<file path="src/rtl/macro_seq_fsm.sv">
// Micro-op injection sequencer: emits fixed RTI / INT opcode sequences followed
// by NOP_CYCLES trailing NOP slots, with single-depth pending requests and hold.
module macro_seq_fsm #(
  parameter int                 INSTR_W         = 16,
  parameter int                 NOP_CYCLES      = 4,
  parameter logic [INSTR_W-1:0] POP_PC_LOW_OP   = 16'h6088,
  parameter logic [INSTR_W-1:0] POP_PC_HIGH_OP  = 16'h6089,
  parameter logic [INSTR_W-1:0] POP_CCR_OP      = 16'h608A,
  parameter logic [INSTR_W-1:0] PUSH_CCR_OP     = 16'h508A,
  parameter logic [INSTR_W-1:0] PUSH_PC_HIGH_OP = 16'h5089,
  parameter logic [INSTR_W-1:0] PUSH_PC_LOW_OP  = 16'h5088
) (
  input  logic               clk,
  input  logic               reset,
  input  logic               rti,
  input  logic               intr,
  input  logic               hold,
  output logic [INSTR_W-1:0] out,
  output logic               stall,
  output logic               busy,
  output logic               mode,
  output logic               seq_done,
  output logic [2:0]         dbg_state
);

  typedef enum logic [2:0] {
    S_IDLE = 3'd0,
    S_OP0  = 3'd1,
    S_OP1  = 3'd2,
    S_OP2  = 3'd3,
    S_NOP  = 3'd4
  } state_t;

  localparam int         NOP_LAST = (NOP_CYCLES > 0) ? NOP_CYCLES - 1 : 0;
  localparam logic [3:0] NOP_LOAD = NOP_LAST[3:0];
  localparam logic       NO_NOP   = (NOP_CYCLES == 0);

  state_t               state_q, state_d;
  logic [3:0]           cnt_q, cnt_d;
  logic                 mode_q, mode_d;
  logic                 pend_int_q, pend_int_d;
  logic                 pend_rti_q, pend_rti_d;
  logic [INSTR_W-1:0]   out_q, out_d;
  logic                 stall_q, stall_d;
  logic                 busy_q, busy_d;
  logic                 seq_done_q, seq_done_d;
  logic                 launch;

  always_comb begin
    state_d    = state_q;
    cnt_d      = cnt_q;
    mode_d     = mode_q;
    pend_int_d = pend_int_q | intr;
    pend_rti_d = pend_rti_q | rti;
    launch     = 1'b0;

    if (!hold) begin
      case (state_q)
        S_IDLE: launch = 1'b1;
        S_OP0:  state_d = S_OP1;
        S_OP1:  state_d = S_OP2;
        S_OP2: begin
          if (NO_NOP) begin
            launch = 1'b1;
          end else begin
            state_d = S_NOP;
            cnt_d   = NOP_LOAD;
          end
        end
        S_NOP: begin
          if (cnt_q == 4'd0) launch = 1'b1;
          else               cnt_d  = cnt_q - 4'd1;
        end
        default: state_d = S_IDLE;
      endcase

      // Leaving IDLE or the final slot: INT beats RTI, chaining with no idle gap.
      if (launch) begin
        cnt_d = 4'd0;
        if (pend_int_d) begin
          state_d    = S_OP0;
          mode_d     = 1'b1;
          pend_int_d = 1'b0;
        end else if (pend_rti_d) begin
          state_d    = S_OP0;
          mode_d     = 1'b0;
          pend_rti_d = 1'b0;
        end else begin
          state_d = S_IDLE;
          mode_d  = 1'b0;
        end
      end
    end

    out_d      = '0;
    stall_d    = (state_d != S_IDLE);
    busy_d     = (state_d != S_IDLE);
    seq_done_d = 1'b0;
    case (state_d)
      S_OP0: out_d = mode_d ? PUSH_CCR_OP     : POP_PC_LOW_OP;
      S_OP1: out_d = mode_d ? PUSH_PC_HIGH_OP : POP_PC_HIGH_OP;
      S_OP2: begin
        out_d      = mode_d ? PUSH_PC_LOW_OP  : POP_CCR_OP;
        seq_done_d = NO_NOP;
      end
      S_NOP:   seq_done_d = (cnt_d == 4'd0);
      default: out_d = '0;
    endcase
  end

  always_ff @(posedge clk) begin
    if (reset) begin
      state_q    <= S_IDLE;
      cnt_q      <= 4'd0;
      mode_q     <= 1'b0;
      pend_int_q <= 1'b0;
      pend_rti_q <= 1'b0;
      out_q      <= '0;
      stall_q    <= 1'b0;
      busy_q     <= 1'b0;
      seq_done_q <= 1'b0;
    end else begin
      state_q    <= state_d;
      cnt_q      <= cnt_d;
      mode_q     <= mode_d;
      pend_int_q <= pend_int_d;
      pend_rti_q <= pend_rti_d;
      out_q      <= out_d;
      stall_q    <= stall_d;
      busy_q     <= busy_d;
      seq_done_q <= seq_done_d;
    end
  end

  assign out       = out_q;
  assign stall     = stall_q;
  assign busy      = busy_q;
  assign mode      = mode_q;
  assign seq_done  = seq_done_q;
  assign dbg_state = state_q;

endmodule

</file>
<file path="config.mk">
export PLATFORM = sky130hd
export DESIGN_NAME = macro_seq_fsm
export DESIGN_NICKNAME = d
export VERILOG_FILES = /design/src/rtl/macro_seq_fsm.sv
export SDC_FILE = /design/constraint.sdc
export NUM_CORES = 1
export LEC_CHECK = 0
export ABC_AREA = 1
export BUFFER_PORTS_ARGS = -buffer_cell sky130_fd_sc_hd__buf_2
export CAP_MARGIN = 20
export CORE_ASPECT_RATIO = 1.4
export CORE_MARGIN = 5
export CORE_UTILIZATION = 25
export CTS_BUF_LIST = sky130_fd_sc_hd__clkbuf_2
export DETAILED_ROUTE_END_ITERATION = 7
export GPL_TIMING_DRIVEN = 0
export PLACE_DENSITY = 0.44
export SLEW_MARGIN = 20
export SYNTH_ARGS = -nofsm -noshare
export SYNTH_HDL_FRONTEND = slang
export SYNTH_SLANG_ARGS = --single-unit
</file>
<file path="constraint.sdc">
create_clock -name clk -period 2 [get_ports clk]
set_input_delay 0.4 -clock clk [delete_from_list [all_inputs] [get_ports clk]]
set_output_delay 0.4 -clock clk [all_outputs]
set_load 0.02 [all_outputs]
</file>
==> run metrics, run 1 <==
status=finished, final reports clean; CORE AREA=0.00338 sq mm; adder-cell area share of the yosys netlist=0.0144; peak supply drop=approximately 260 uV; top post-synthesis cells by area=dfxtp_1 39%, nand2_1 11%, buf_4 10%; XOR/XNOR Fraction of Synth Area=0.0101; Clock Root Buffer=clkbuf_2; Final setup viols=0; sequential-to-total area share from yosys stat=0.392; Ant. Diodes=0; TritonCTS Buffers=3; cts hold-fix bufs=0; Crit. End Element=flop; row count=25; worst hold path type=input pin to flop; RR Endpoint=out[12]$_SDFF_PP0_; Final WS setup=about 0.28 ns; kind of critical path=flop to flop; post-CTS resize count=0; Hold Startpoint=rti; Buffers on Ports=17; insertion delay to the later sink of the worst-skew pair=0.30 ns; first-pass GRT wire length=between 3000 and 4000 microns; design area=0.00105 sq mm; Leakage=0.000609 uW; vias=~780; Max FO, Critical Path=4; worst hold stages=3; Syn Inst Count=127; H-tree levels=1; # DRC=0; multiplexer share of the synthesized area=0; Max Buffers Root-to-Sink=2; Die Width=between 50 and 60 microns; post-route ant nets=0; WP data arrival=1.93 ns; post-DP HPWL=1510 microns; Register Area=340 sq um; synth unique cells=20; Area growth syn-to-layout=21.3%; Final Skew=0.00568 ns; Setup TNS Final=0 ns; type of origin of the critical path=flop; routability congestion estimate=about 0.85; global route overflow=0; Worst R2R Path Depth=10; vias in the first global route=737; Max Fclk=580 MHz; largest net degree at the start of global routing=11; Yosys Warn Count=0; die area=around 0.0048 sq mm; Sink Count=17; post-CTS setup buffers=0; antenna violations before repair=0; total track usage=0.0856; PD cells=694 mW/mm^2; Syn Std Cell Area=between 800 and 900 sq um; final core occ=0.312; fraction of registers with async set/reset=0; max-cap viol count=0; pre-CTS WS=around 0.32 ns; Reg2Reg Setup Slack=~0.28 ns; R2R Path Start=cnt_q[0]$_SDFF_PP0_; Placed Instance Area=about 0.0010 sq mm; CP required=2.20 ns; fill cell count=390; clock-pin slew on the worst setup and hold paths=about 0.17 ns; Synth Flop Type=dfxtp_1; Worst Hold Path EP=pend_rti_q$_SDFF_PP0_; count leader, synth=nand2_1; DRT Pass-1 Iters=4; top cell type by total area after synthesis=dfxtp_1; RSZ-0062 raised after global routing=no; Synth Area in Simple Gates=0.305; Post-synth top cells=25 x nand2_1, 22 x nor2_1, 20 x inv_1, 17 x dfxtp_1, 12 x buf_4; DR WL/cell=between 9 and 10 microns; CTS tree=done; I/O Pins=28; Compound-Gate Fraction of Synth Area=0.0677; final net count=163; Max Slew Vio Count=0; top cell type's share of synthesized area=0.392; Post-synth EDFFs=0; area of the multi-input gates=379 sq um; routed wire length=1910 microns; fraction of layout cells with a size suffix above 1=0.269; min cycle time layout=approximately 1.7 ns; combinational family with the most area after synthesis=simple AND/OR/NAND/NOR gates; starting density of the core=0.257; Die H=79.7 microns; Final period util=0.862; Fin. Hold Viols=0; number of DRC markers in iteration 0=19; synthesized area per cell=6.84 sq um; Yosys reg bits=17; via/cell ratio=3.99
[state kept, by name, indices dropped and copies added, names as in the netlist]
signal / cells
busy: 1
cnt_q: 4
dbg_state: 3
mode: 1
out: 5
pend_int_q: 1
pend_rti_q: 1
seq_done: 1
[cell usage in the layout, fill, tap and decap left out, types with 4 or more instances in the layout]
master / synthesis / final
buf_2: 0 / 17
buf_4: 12 / 12
conb_1: 1 / 9
dfxtp_1: 17 / 17
inv_1: 20 / 20
nand2_1: 25 / 25
nand3_1: 4 / 4
nor2_1: 22 / 22
nor3_1: 4 / 4
o21ai_0: 7 / 7
[power breakdown]
part	internal (uW)	switching, uW
clock network	45.3	110
logic	71.9	127
registers	363	13.3
total	480	250
[worst max path at each step]
stage,end,depth (start not counted),start
detailed placement,out[7]$_SDFF_PP0_,10,cnt_q[0]$_SDFF_PP0_
finish,out[12]$_SDFF_PP0_,10,cnt_q[0]$_SDFF_PP0_
floorplan,busy$_SDFF_PP0_,12,cnt_q[0]$_SDFF_PP0_
CTS,out[7]$_SDFF_PP0_,10,cnt_q[0]$_SDFF_PP0_
global placement,out[12]$_SDFF_PP0_,10,cnt_q[0]$_SDFF_PP0_
global route,out[7]$_SDFF_PP0_,10,cnt_q[0]$_SDFF_PP0_
[cell type report]
class / count / area share
Multi-Input combinational cell: 84 / 0.360
Buffer: 13 / 0.0950
Timing Repair Buffer: 17 / 0.0808
Clock inverter: 1 / 0.00475
Inverter: 21 / 0.0748
Clock buffer: 3 / 0.0143
Sequential cell: 17 / 0.323
Tap cell: 40 / 0.0475
[cells by family after synthesis]
kind of cell             after synthesis
AO/OA/AOI/OAI                         11
XOR/XNOR                               1
adder cells (fa/ha/maj)                1
buffers and inverters                 34
flip-flops                            17
other                                  1
AND/OR/NAND/NOR                       62
[layer usage]
| layer | global-route usage | wire length [microns] | share of wire | vias up |
|---|---|---|---|---|
| li1 | - | - | - | 419 |
| met1 | 0.0869 | 750 | 0.39 | 342 |
| met2 | 0.157 | 1040 | 0.55 | 19 |
| met3 | 0.0162 | 88 | 0.046 | 2 |
| met4 | 0.0466 | 27 | 0.014 | 0 |
| met5 | 0 | 0 | 0 | - |
[metrics by stage]
stage          hold slack [ns]  power (uW)  cells
3_3_place_gp             0.465         583    192
3_5_place_dp             0.485         585    192
6_report                 0.354         731    196
2_1_floorplan            0.436         534    135
4_1_cts                  0.345         743    196
5_1_grt                  0.373         784    196
[worst max-delay path, cell delays in order (launching register included)]
cell,delay [ns]
dfxtp_1,0.39
inv_1,0.08
ha_1,0.22
nand3_1,0.13
nand2_1,0.10
nand2_2,0.12
inv_2,0.05
nand2_1,0.07
nand3_1,0.13
o21ai_1,0.26
nor2_1,0.07
(Power assumes the default switching activity.)
==> run 2: changes to the inputs <==
==> constraint.sdc (replaced) <==
create_clock -name clk -period 1.83 [get_ports clk]
set_input_delay 0.366 -clock clk [delete_from_list [all_inputs] [get_ports clk]]
set_output_delay 0.366 -clock clk [all_outputs]
set_load 0.02 [all_outputs]
==> run metrics, run 2 (synthesis gave the netlist of run 1 again) <==
Crit. End Element=flop; peak supply drop=approximately 290 uV; WP data arrival=1.88 ns; Die Width=approximately 60 microns; Final Skew=~0.006 ns; Buffers on Ports=17; I/O Pins=28; commonest non-fill, non-tap cell in the layout=nand2_1; kind of critical path=flop to flop; DRT Pass-1 Iters=4; clock-pin slew on the worst setup and hold paths=0.17 ns; min cycle time layout=1.67 ns; via/cell ratio=4.00; Final setup viols=0; PD cells=758 mW/mm^2; crit path to=busy$_SDFF_PP0_; vias=784; Register Area=342 sq um; largest net degree at the start of global routing=11; vias in the first global route=737; post-route ant nets=0; area of the multi-input gates=383 sq um; Ant. Diodes=0; CORE AREA=0.00338 sq mm; most used cell, CP=nand2_1; row count=25; Sink Count=17; Worst path max stage delay=between 0.3 and 0.4 ns; final net count=163; Area growth syn-to-layout=21.9%; Max FO, Critical Path=4; CTS tree=done; crit path cell chain=inv_1, ha_1, nand3_1, nand2_1, nand2_2, inv_2, nand2_1, nand3_1, nand2_1, inv_1, nor2_1, nand2_1; CP required=2.04 ns; DR WL/cell=9.74 microns; fraction of layout cells with a size suffix above 1=0.282; most frequent cells in the layout=25 x nand2_1, 22 x nor2_1, 20 x inv_1, 17 x buf_2, 16 x dfxtp_1; status=finished, final reports clean; die area=0.00477 sq mm; Final WS setup=0.165 ns; pre-CTS WS=0.154 ns; type of origin of the critical path=flop; Setup TNS Final=0 ns; Die H=79.7 microns; global route overflow=0; Largest register FFs=5; CP delay by family, top=simple AND/OR/NAND/NOR gates; Leakage=slightly above 0.0006 uW; beginning of the critical path=cnt_q[0]$_SDFF_PP0_; max-cap viol count=0; TritonCTS Buffers=3; post-DP HPWL=1510 microns; Slowest cell on crit path=dfxtp_2; # DRC=0; Worst Path Buf+Inv=3; Max Buffers Root-to-Sink=2; cts hold-fix bufs=0; Max Fclk=600 MHz; Max Slew Vio Count=0; RSZ-0062 raised after global routing=no; H-tree levels=1; post-CTS setup buffers=0; number of DRC markers in iteration 0=16; antenna violations before repair=0; Worst R2R Path Depth=12; total track usage=0.0856; first-pass GRT wire length=3090 microns; RR Endpoint=busy$_SDFF_PP0_; Fin. Hold Viols=0; Reg2Reg Setup Slack=0.16 ns; R2R Path Start=cnt_q[0]$_SDFF_PP0_; fill cell count=391; insertion delay to the later sink of the worst-skew pair=about 0.30 ns; routability congestion estimate=0.851; worst hold path type=input pin to flop; stages on the worst setup path=12; Clock Root Buffer=clkbuf_2; starting density of the core=0.257; Final period util=0.910; routed wire length=1910 microns
[run 2: cell counts in the layout (fill, tap and decap cells not counted)]
No cell type changed its count.
[run 2: final cells by class]
cell class | count | share of cell area
inverter | 21 | 0.0745
timing repair buffer | 17 | 0.0804
sequential | 17 | 0.323
clock buffer | 3 | 0.0142
buffer | 13 | 0.0946
clock inverter | 1 | 0.00473
tap | 40 | 0.0473
multi-input combinational | 84 | 0.362
[run 2: timing repair]
action                                  CTS  global route
endpoints found under the setup margin    0             4
endpoints found under the hold margin     0             0
resized for setup                         0             2
[run 2: stage by stage]
stage | hold WS (ns) | util | cell area, sq um | power [uW] | std cells
final | 0.319 | 0.313 | 1060 | 802 | 196
after global routing | 0.339 | 0.313 | 1060 | 859 | 196
after CTS | 0.311 | 0.312 | 1050 | 812 | 196
after detailed placement | 0.485 | 0.306 | 1030 | 639 | 192
after global placement | 0.465 | 0.306 | 1030 | 637 | 192
after floorplan | 0.436 | - | 898 | 583 | 135
[run 2: where the power goes]
part | leakage, uW | switching, uW | internal (uW)
logic | 0.000454 | 140 | 79.3
registers | 0.000140 | 14.5 | 397
clock network | 0.0000164 | 121 | 49.5
total | 0.000610 | 276 | 526
[run 2: per-layer routing]
metal  routed length [microns]  up-vias  global-route usage
met5                         0        -                   0
met4                        27        0              0.0466
met3                        92        2              0.0162
met2                      1030       21               0.157
met1                       759      343              0.0869
li1                          -      418                   -
[run 2: worst min-delay path by stage]
stage,from,end,slack [ns],cells past startpoint
after floorplan,pend_rti_q$_SDFF_PP0_,pend_rti_q$_SDFF_PP0_,0.44,2
after global placement,pend_rti_q$_SDFF_PP0_,pend_rti_q$_SDFF_PP0_,0.47,2
after detailed placement,pend_rti_q$_SDFF_PP0_,pend_rti_q$_SDFF_PP0_,0.48,2
after CTS,rti,pend_rti_q$_SDFF_PP0_,0.31,3
after global routing,rti,pend_rti_q$_SDFF_PP0_,0.34,3
final,rti,pend_rti_q$_SDFF_PP0_,0.32,3
[run 2: worst register-to-register path: cells and delay by family (launching register included)]
kind	cells	cell delay, ns
simple gates	8	0.81
buf+inv	3	0.17
flops	1	0.38
fa+ha+maj	1	0.22
